[src/rtl/alu_pkg.sv]
// ---------------------------------------------------------------------------
// alu_pkg
// Shared encodings for the MIPS single-cycle ALU path.
//   - ALUCtr operation selects, also used by the ALU itself
//   - ALUOp class codes produced by main control
//   - R-type funct codes and I-type opcodes seen by the ALU control decoder
//   - rtype_decode / itype_decode: map a 6-bit code onto {illegal, ALUCtr}
// ---------------------------------------------------------------------------
package alu_pkg;

    // ALU operation selects
    localparam logic [3:0] CTR_AND  = 4'b0000;
    localparam logic [3:0] CTR_OR   = 4'b0001;
    localparam logic [3:0] CTR_ADD  = 4'b0010;
    localparam logic [3:0] CTR_ADDU = 4'b0011;
    localparam logic [3:0] CTR_SUB  = 4'b0110;
    localparam logic [3:0] CTR_SUBU = 4'b0111;
    localparam logic [3:0] CTR_SLT  = 4'b1000;
    localparam logic [3:0] CTR_SLTU = 4'b1001;
    localparam logic [3:0] CTR_SLL  = 4'b1010;
    localparam logic [3:0] CTR_SRL  = 4'b1011;
    localparam logic [3:0] CTR_SRA  = 4'b1100;
    localparam logic [3:0] CTR_NOR  = 4'b1101;
    localparam logic [3:0] CTR_XOR  = 4'b1110;
    localparam logic [3:0] CTR_LUI  = 4'b1111;

    // ALUOp classes from main control
    localparam logic [2:0] OP_MEM   = 3'b000;
    localparam logic [2:0] OP_BR    = 3'b001;
    localparam logic [2:0] OP_ITYPE = 3'b010;
    localparam logic [2:0] OP_ORI   = 3'b011;
    localparam logic [2:0] OP_RTYPE = 3'b100;

    // R-type funct codes
    localparam logic [5:0] FN_SLL  = 6'b000000;
    localparam logic [5:0] FN_SRL  = 6'b000010;
    localparam logic [5:0] FN_SRA  = 6'b000011;
    localparam logic [5:0] FN_SLLV = 6'b000100;
    localparam logic [5:0] FN_SRLV = 6'b000110;
    localparam logic [5:0] FN_SRAV = 6'b000111;
    localparam logic [5:0] FN_JR   = 6'b001000;
    localparam logic [5:0] FN_ADD  = 6'b100000;
    localparam logic [5:0] FN_ADDU = 6'b100001;
    localparam logic [5:0] FN_SUB  = 6'b100010;
    localparam logic [5:0] FN_SUBU = 6'b100011;
    localparam logic [5:0] FN_AND  = 6'b100100;
    localparam logic [5:0] FN_OR   = 6'b100101;
    localparam logic [5:0] FN_XOR  = 6'b100110;
    localparam logic [5:0] FN_NOR  = 6'b100111;
    localparam logic [5:0] FN_SLT  = 6'b101010;
    localparam logic [5:0] FN_SLTU = 6'b101011;

    // I-type opcodes
    localparam logic [5:0] OPC_ADDI  = 6'b001000;
    localparam logic [5:0] OPC_ADDIU = 6'b001001;
    localparam logic [5:0] OPC_SLTI  = 6'b001010;
    localparam logic [5:0] OPC_SLTIU = 6'b001011;
    localparam logic [5:0] OPC_ANDI  = 6'b001100;
    localparam logic [5:0] OPC_ORI   = 6'b001101;
    localparam logic [5:0] OPC_XORI  = 6'b001110;
    localparam logic [5:0] OPC_LUI   = 6'b001111;

    // R-type funct -> {illegal, ALUCtr}. jr is legal and runs ADD even
    // though the datapath discards the result.
    function automatic logic [4:0] rtype_decode(input logic [5:0] funct);
        logic [4:0] result;
        result = {1'b1, CTR_ADD};
        case (funct)
            FN_ADD:          result = {1'b0, CTR_ADD};
            FN_ADDU:         result = {1'b0, CTR_ADDU};
            FN_SUB:          result = {1'b0, CTR_SUB};
            FN_SUBU:         result = {1'b0, CTR_SUBU};
            FN_AND:          result = {1'b0, CTR_AND};
            FN_OR:           result = {1'b0, CTR_OR};
            FN_XOR:          result = {1'b0, CTR_XOR};
            FN_NOR:          result = {1'b0, CTR_NOR};
            FN_SLT:          result = {1'b0, CTR_SLT};
            FN_SLTU:         result = {1'b0, CTR_SLTU};
            FN_SLL, FN_SLLV: result = {1'b0, CTR_SLL};
            FN_SRL, FN_SRLV: result = {1'b0, CTR_SRL};
            FN_SRA, FN_SRAV: result = {1'b0, CTR_SRA};
            FN_JR:           result = {1'b0, CTR_ADD};
            default:         result = {1'b1, CTR_ADD};
        endcase
        return result;
    endfunction

    // I-type opcode -> {illegal, ALUCtr}
    function automatic logic [4:0] itype_decode(input logic [5:0] opcode);
        logic [4:0] result;
        result = {1'b1, CTR_ADD};
        case (opcode)
            OPC_ADDI:  result = {1'b0, CTR_ADD};
            OPC_ADDIU: result = {1'b0, CTR_ADDU};
            OPC_SLTI:  result = {1'b0, CTR_SLT};
            OPC_SLTIU: result = {1'b0, CTR_SLTU};
            OPC_ANDI:  result = {1'b0, CTR_AND};
            OPC_ORI:   result = {1'b0, CTR_OR};
            OPC_XORI:  result = {1'b0, CTR_XOR};
            OPC_LUI:   result = {1'b0, CTR_LUI};
            default:   result = {1'b1, CTR_ADD};
        endcase
        return result;
    endfunction

endpackage

[src/rtl/alu_32_control.sv]
// ---------------------------------------------------------------------------
// alu_32_control
// ALU control decoder for the MIPS single-cycle datapath.
// Ports:
//   clk          in   clock, drives only the sticky status register
//   rst          in   synchronous active-high reset
//   ALUOp[2:0]   in   ALU operation class from main control
//   func[5:0]    in   funct (ALUOp=100) or opcode (ALUOp=010)
//   ALUCtr[3:0]  out  ALU operation select, combinational
//   illegal      out  combinational flag for an unsupported ALUOp/func pair
//   illegal_seen out  registered sticky record of any illegal decode
// ---------------------------------------------------------------------------
module alu_32_control
    import alu_pkg::*;
(
    input  logic       clk,
    input  logic       rst,
    input  logic [2:0] ALUOp,
    input  logic [5:0] func,
    output logic [3:0] ALUCtr,
    output logic       illegal,
    output logic       illegal_seen
);

    logic [4:0] w_decode;
    logic       r_illegalSeen;

    // Select the decode for the current ALUOp class. The default arm covers
    // the unused classes (and X/Z on ALUOp), so every path assigns w_decode
    // and nothing can latch.
    always_comb begin
        w_decode = {1'b1, CTR_ADD};
        case (ALUOp)
            OP_MEM:   w_decode = {1'b0, CTR_ADD};
            OP_BR:    w_decode = {1'b0, CTR_SUB};
            OP_ITYPE: w_decode = itype_decode(func);
            OP_ORI:   w_decode = {1'b0, CTR_OR};
            OP_RTYPE: w_decode = rtype_decode(func);
            default:  w_decode = {1'b1, CTR_ADD};
        endcase
    end

    assign ALUCtr  = w_decode[3:0];
    assign illegal = w_decode[4];

    // Sticky status: reset has priority over a coincident illegal decode,
    // otherwise any illegal decode at a clock edge sets the flag for good.
    always_ff @(posedge clk) begin
        if (rst) begin
            r_illegalSeen <= 1'b0;
        end else if (illegal) begin
            r_illegalSeen <= 1'b1;
        end
    end

    assign illegal_seen = r_illegalSeen;

endmodule

[config.mk]
export PLATFORM = sky130hd
export DESIGN_NAME = alu_32_control
export DESIGN_NICKNAME = d
export VERILOG_FILES = /design/src/rtl/alu_pkg.sv /design/src/rtl/alu_32_control.sv
export SDC_FILE = /design/constraint.sdc
export NUM_CORES = 1
export LEC_CHECK = 0
export CORE_AREA = 2 2 39 41
export DETAILED_ROUTE_END_ITERATION = 6
export DIE_AREA = 0 0 41 43
export SYNTH_ARGS = -nofsm -noshare
export SYNTH_HDL_FRONTEND = slang
export SYNTH_SLANG_ARGS = --single-unit
[constraint.sdc]
create_clock -name clk -period 1.65 [get_ports clk]
set_input_delay 0.4125 -clock clk [delete_from_list [all_inputs] [get_ports clk]]
set_output_delay 0.4125 -clock clk [all_outputs]
set_load 0.03 [all_outputs]
* After elaboration in Yosys (flattened, before gate mapping)
Memories as Yosys holds them, arrays and structs flattened.
Cells that the tools add are included.
** Word-level totals
- Bits in registers :: 1
- Memory bits (read-only) :: 400
- Input bits :: 11
- Output and inout port bits :: 6
- Logic and storage cells :: 11
- Memories :: 2
** Memory list
- (name not given) :: depth 64, bits a word 5, read ports 1, clocked after memory_dff 0, write ports 0, line alu_pkg.sv:68 : case (funct)
- (name not given) :: depth 16, bits a word 5, read ports 1, clocked after memory_dff 0, write ports 0, line alu_pkg.sv:92 : case (opcode)
** Operators by class
- Eq/ne operators :: 4
- Muxes and demuxes :: 2
- Reductions and logical operators :: 2
** Operators by type and width (count)
- one-hot mux 5 bit (5 select lines) :: 1
- equality test 3 x 2 -> 1 bit, second input constant :: 2
- 2-to-1 mux 5 bit :: 1
- equality test 3 x 1 -> 1 bit, second input constant :: 1
- equality test 3 bit, second input constant :: 1
- logical NOT 3 bit :: 1
- logical NOT 2 bit :: 1

* Longest topological paths before layout
Gate-level depths: netlist of the first run.
- Depth after elaboration :: 3
- Mapped depth :: 6
- Mapped depth without buffers :: 6

* Least setup slack after synthesis of the first run
Ideal clock, no wire load.
- Path kind :: in2out
- Start :: in func[5]
- End :: out ALUCtr[0]
- Arrival time :: 1.906 ns
- Required time :: 1.237 ns
- Slack :: -0.669 ns
- Stages on the path :: 5
- Path buffers :: 1
- Path through :: buf_2 or3b_1 a21oi_1 a41oi_1 o32ai_1
** On the way
- Longest elaborated chain between the ends :: 3
- Elaborated cells on any way between the ends :: 4
- Classes of those cells :: mux (2); reduce/logical (1); memory (1)
** Ends and longest elaborated chain
- start, declared :: line alu_32_control.sv:19 : input logic [5:0] func,
- parallel branches: the longest is 2 deep, another holds memory read (64 x 5 bit)
- one-hot mux 5 bit (5 select lines) * :: line alu_32_control.sv:33 : case (ALUOp)
- end, declared :: line alu_32_control.sv:20 : output logic [3:0] ALUCtr,
Every way passes the cells marked *.

* Final worst setup path of the first run
Ends and elaborated chain as after synthesis.

==> flow_summary.ini, run 1 <==
[run_status]
outcome = finished with violations
violations = negative setup slack

[timing]
setup_viol = 5
timing.fmax_mhz = 506
finalCritPeriodShare_pct = 120
grt_setup_unrepaired = true
final_max_slew_viol_count = 0
fin_skew_ns = 0
period_needed_ns = 1.98
finalHoldViolCount = 0
tightest_slew_ns = 0.302
maxSlewHeadroom_pct = 79.8
timing.final.ws_setup_ns = -0.327

[placed_design]
portBuffers = 16
place_hpwl_mm = 1.05
dp_slack_ns = -0.765
place.gp.congestion = 0.799
place_inst = 100

[setup_path]
worst-path-max-fanout = 2
crit_path_top_delay_cell = or3b_4
endpoint_kind = primary output
arrival_ns = 1.56
cp_common_cell = buf_6
cpPeakStageDelay_ns = 0.40
rr_endpoint = illegal_seen
crit_chain = buf_6, or3b_4, a21oi_4, a41oi_2, o32ai_4, buf_6
startpoint_type = primary input
reg2reg_from = illegal_seen
r2r_setup_slack_ns = 1.08
critPathRequiredTime_ns = 1.24
critical_path_class = in2out
reg2reg_depth = 2

[worst_hold_path]
whs_path_depth = 2
holdCritStartpoint = illegal_seen
min_to = illegal_seen
hold_class = reg2reg

[global_route]
grt_max_degree = 11
track_usage_pct = 18.1
use_met3_pct = 0.524
top_usage_layer = met2
grt_pass1_vias = 552
grt_remaining_overflow = 0
grt_pass1_wl_mm = 2.30
use_met2_pct = 37.5
antenna_found_initial = 0
grtUsageMet1_pct = 18.4

[floorplanning]
pin_count = 17
die_w_um = 41
floorplan.core_area_um2 = 1380
rows = 14
die_area_um2 = 1760
die_h_um = 43
start_util_pct = 22.8

[logic_synthesis]
syn_inst = 49
ys_types = 24
ys_warn_count = 0
synth-edff-count = 0
synth-seq-area-share_pct = 6.35
synth_top_cell_area_share_pct = 9.52
synth_area_leader_cell = a21oi_1
yosys-top-cells-area = a21oi_1, ha_1, nand2_1
ys_ff_latch = 1
synth_ff_type = dfxtp_1
postSynthAreaPerCell_um2 = 6.43
synth_common_cells = a21oi_1, nand2_1, nor2_1
ys_async_sr_fraction_pct = 0
syn-cell-area_um2 = 315
synthesis.nets = 62

[power]
leakagePower_nw = 0.379
p_switching_mw = 0.109
pwr-share-clk_pct = 0
swShare_pct = 41.3
max-vdd-ir-drop_mv = 0.199
p_comb_share_pct = 89.5
intPower_mw = 0.155
p_seq_share_pct = 10.5
power_mw = 0.264
p_per_area_nw_per_um2 = 295

[detailed_routing]
post-route-drc-count = 0
routed_via_density = 5.16
dr.pass1.iters = 3
drt-total-wl_mm = 1.66
postRouteAntennaNets = 0
drt_iter0_markers = 8
avgRoutedWirePerCell_um = 15.4
dr_total_vias = 557

[cells_and_area]
final_cells = 108
n_fill_cell = 111
fin_nets = 107
largest_register_ffs = 1
multi_input_area_um2 = 427
area_growth_pct = 183
fin_util_pct = 64.6
diodes = 0
drive_above_1_share_pct = 71.7
register_area_um2 = 20.0

[cts]
path_clk_slew_ns = 0
cts_hold_buffers = 0
clock_latency_ns = 0

[job]
maxCapViolCount = 0
## routing by layer
layer	vias to the layer above	share of wire (%)
met3	2	4.3
li1	271	-
met2	15	56
met4	0	0.84
met1	269	39
met5	-	0
## worst max-delay path by stage
stage | cells after the start | slack [ns] | from | endpoint
2_1_floorplan | 5 | -0.27 | func[5] | ALUCtr[0]
3_3_place_gp | 6 | -0.71 | ALUOp[2] | ALUCtr[3]
3_5_place_dp | 6 | -0.77 | ALUOp[2] | ALUCtr[3]
4_1_cts | 6 | -0.39 | ALUOp[2] | ALUCtr[3]
5_1_grt | 6 | -0.36 | func[5] | ALUCtr[0]
6_report | 6 | -0.33 | func[5] | ALUCtr[0]
## through the flow
step	setup TNS (ns)	hold slack (ns)	area (µm²)
2_1_floorplan	-0.515	0.482	403
3_3_place_gp	-3.52	0.444	708
3_5_place_dp	-3.61	0.459	708
4_1_cts	-1.24	0.460	856
5_1_grt	-1.37	0.483	893
6_report	-1.15	0.463	893
## cells in the final DEF, fill, tap and decap left out, types with 2 or more instances in the layout
master	count
a21oi_1	2
a21oi_2	2
a21oi_4	2
a31oi_1	2
buf_2	2
buf_4	22
buf_6	18
clkdlybuf4s50_1	2
inv_1	2
nand2_1	5
nand2b_1	2
nand3_1	2
nand3b_1	2
nor2_2	3
o22ai_2	2
## timing repair
action / in CTS / in global routing
setup buffers: 8 / 2
pin swaps: 15 / 7
gates resized for setup: 67 / 7
endpoints found under the setup margin: 6 / 6
## final cells by class
class | instances | share of cell area [%]
repair buffers | 45 | 46.2
flip-flops and latches | 1 | 2.24
multi-input cells | 43 | 47.8
well taps | 16 | 2.24
inverters | 3 | 1.54
## critical path: cells and delay by family
kind / cells / cell delay (ns)
compound gates: 3 / 0.49
simple gates: 1 / 0.40
buf+inv: 2 / 0.27
## kinds of logic (layout without fill, tap and decap cells)
logic type	after synthesis	after routing	share of synthesized area, %
fa+ha+maj	2	2	7.94
simple gates	24	24	44.0
buf+inv	5	48	6.75
flops	1	1	6.35
compound gates	17	17	34.9
## power by group through the flow
stage,registers [mW],clock network (mW),logic [mW]
floorplan,0.0317,0,0.0764
global placement,0.0276,0,0.178
detailed placement,0.0277,0,0.181
CTS,0.0277,0,0.219
global route,0.0281,0,0.249
finish,0.0277,0,0.236
Power figures use the tool's default switching activity.
==> inputs of run 2 (changes only) <==
--- a/config.mk
+++ b/config.mk
@@ -5,6 +5,7 @@
 export SDC_FILE = /design/constraint.sdc
 export NUM_CORES = 1
 export LEC_CHECK = 0
+export ABC_CLOCK_PERIOD_IN_PS = 2330
 export CORE_AREA = 2 2 39 41
 export DETAILED_ROUTE_END_ITERATION = 6
 export DIE_AREA = 0 0 41 43
==> constraint.sdc (replaced) <==
create_clock -name clk -period 2.33 [get_ports clk]
set_input_delay 0.5825 -clock clk [delete_from_list [all_inputs] [get_ports clk]]
set_output_delay 0.5825 -clock clk [all_outputs]
set_load 0.03 [all_outputs]
==> run 2 against run 1 <==
Effect of this change:
- the run now ends clean
- global-route usage shrank 5.3 points
- first-iteration DRC count grew 140%
- clock skew is the same
- combinational power shrank 54%
- via count shrank 15%
- wire length shrank 36%
- design area shrank 32%
==> flow_summary.ini, run 2 (synthesis gave the netlist of run 1 again) <==
[timing]
period_needed_ns = 2.28
maxSlewHeadroom_pct = 79.9
finalHoldViolCount = 0
fin_skew_ns = 0
timing.fmax_mhz = 438
final_max_slew_viol_count = 0
finalCritPeriodShare_pct = 98.0
grt_setup_unrepaired = false
fin_setup_tns_ns = 0
tightest_slew_ns = 0.300
holdWs_ns = 0.444
setup_viol = 0
timing.final.ws_setup_ns = 0.0469

[detailed_routing]
drt_iter0_markers = 19
routed_via_density = 5.01
dr_total_vias = 471
postRouteAntennaNets = 0
drt-total-wl_mm = 1.07
avgRoutedWirePerCell_um = 11.4
dr.pass1.iters = 4
post-route-drc-count = 0

[worst_hold_path]
hold_class = reg2reg
holdCritStartpoint = illegal_seen

[cells_and_area]
largest_register_ffs = 1
diodes = 0
layout_commonest_cell = buf_4
layout_common_cells = buf_4, nand2_1, buf_6, buf_2
final_cell_area_um2 = 611
fin_nets = 93
final_cells = 94
drive_above_1_share_pct = 46.2
fin_util_pct = 44.1
area_growth_pct = 93.7

[job]
maxCapViolCount = 0

[setup_path]
critical_path_class = in2out
reg2reg_from = illegal_seen
r2r_setup_slack_ns = 1.81
endpoint_kind = primary output
arrival_ns = 1.70
crit_buf_inv = 2
crit_path_top_delay_cell = or4b_1
startpoint_type = primary input
cp-startpoint = ALUOp[2]
worst-path-max-fanout = 3
cpPeakStageDelay_ns = 0.48
critPathTopFamily = simple AND/OR/NAND/NOR gates
critPathRequiredTime_ns = 1.75
crit_chain = buf_6, and2b_2, a21oi_2, or4b_1, a21oi_2, buf_6

[placed_design]
place.gp.congestion = 0.842
place_hpwl_um = 884
dpl_cell_area_um2 = 597
portBuffers = 16
place_inst = 94
dp_slack_ns = -0.389

[floorplanning]
die_area_um2 = 1760
floorplan.core_area_um2 = 1380
pin_count = 17
die_h_um = 43
die_w_um = 41
start_util_pct = 22.8
rows = 14

[power]
p_per_area_nw_per_um2 = 211
power_mw = 0.129
max-vdd-ir-drop_mv = 0.102
leakagePower_nw = 0.264

[run_status]
outcome = complete, no violations

[global_route]
grt_remaining_overflow = 0
track_usage_pct = 12.8
grt_pass1_vias = 422
antenna_found_initial = 0
grt_max_degree = 9
grt_pass1_wl_mm = 1.72

[cts]
clock_latency_ns = 0
cts_setup_buffers = 0
path_clk_slew_ns = 0
## run 2: cell count changes in the layout (fill, tap and decap cells not counted), moves of 2 or more
cell	previous run	this run
a21oi_4	2	0
buf_2	2	4
buf_4	22	18
buf_6	18	5
nor2_1	0	3
nor2_2	3	1
## run 2: worst paths after layout
kind / end / depth (start not counted)
worst min-delay path: illegal_seen / 2
worst max-delay path: ALUCtr[3] / 6
worst max register to register: illegal_seen / 2
worst min register to register: illegal_seen / 2
## run 2: per-layer routing
layer	GRT usage, %	up-vias	wire length (µm)
met4	0	0	0
met1	20.7	213	522
met5	0	-	0
met2	19.7	14	506
li1	-	244	-
met3	0	0	43
## run 2: area by class of cell
cell class / count / area [µm²]
fill: 153 / 773
multi-input combinational: 43 / 309
timing repair buffer: 31 / 250
sequential: 1 / 20.0
tap: 16 / 20.0
inverter: 3 / 11.3
## run 2: repair_timing
action,in CTS,in global routing
cloned,0,0
gates resized for setup,38,5
pin swaps,8,5
hold buffers,0,0
endpoints found under the setup margin,5,4
## run 2: worst register-to-register path, cell delays in order (launching register included)
cell     delay [ns]
dfxtp_1        0.31
inv_1          0.04
a31oi_1        0.10
## run 2: power by group
part | internal (mW) | total, mW | switching, mW
Combinational | 0.0556 | 0.109 | 0.0538
Sequential | 0.0189 | 0.0196 | 0.000670
Clock | 0 | 0 | 0
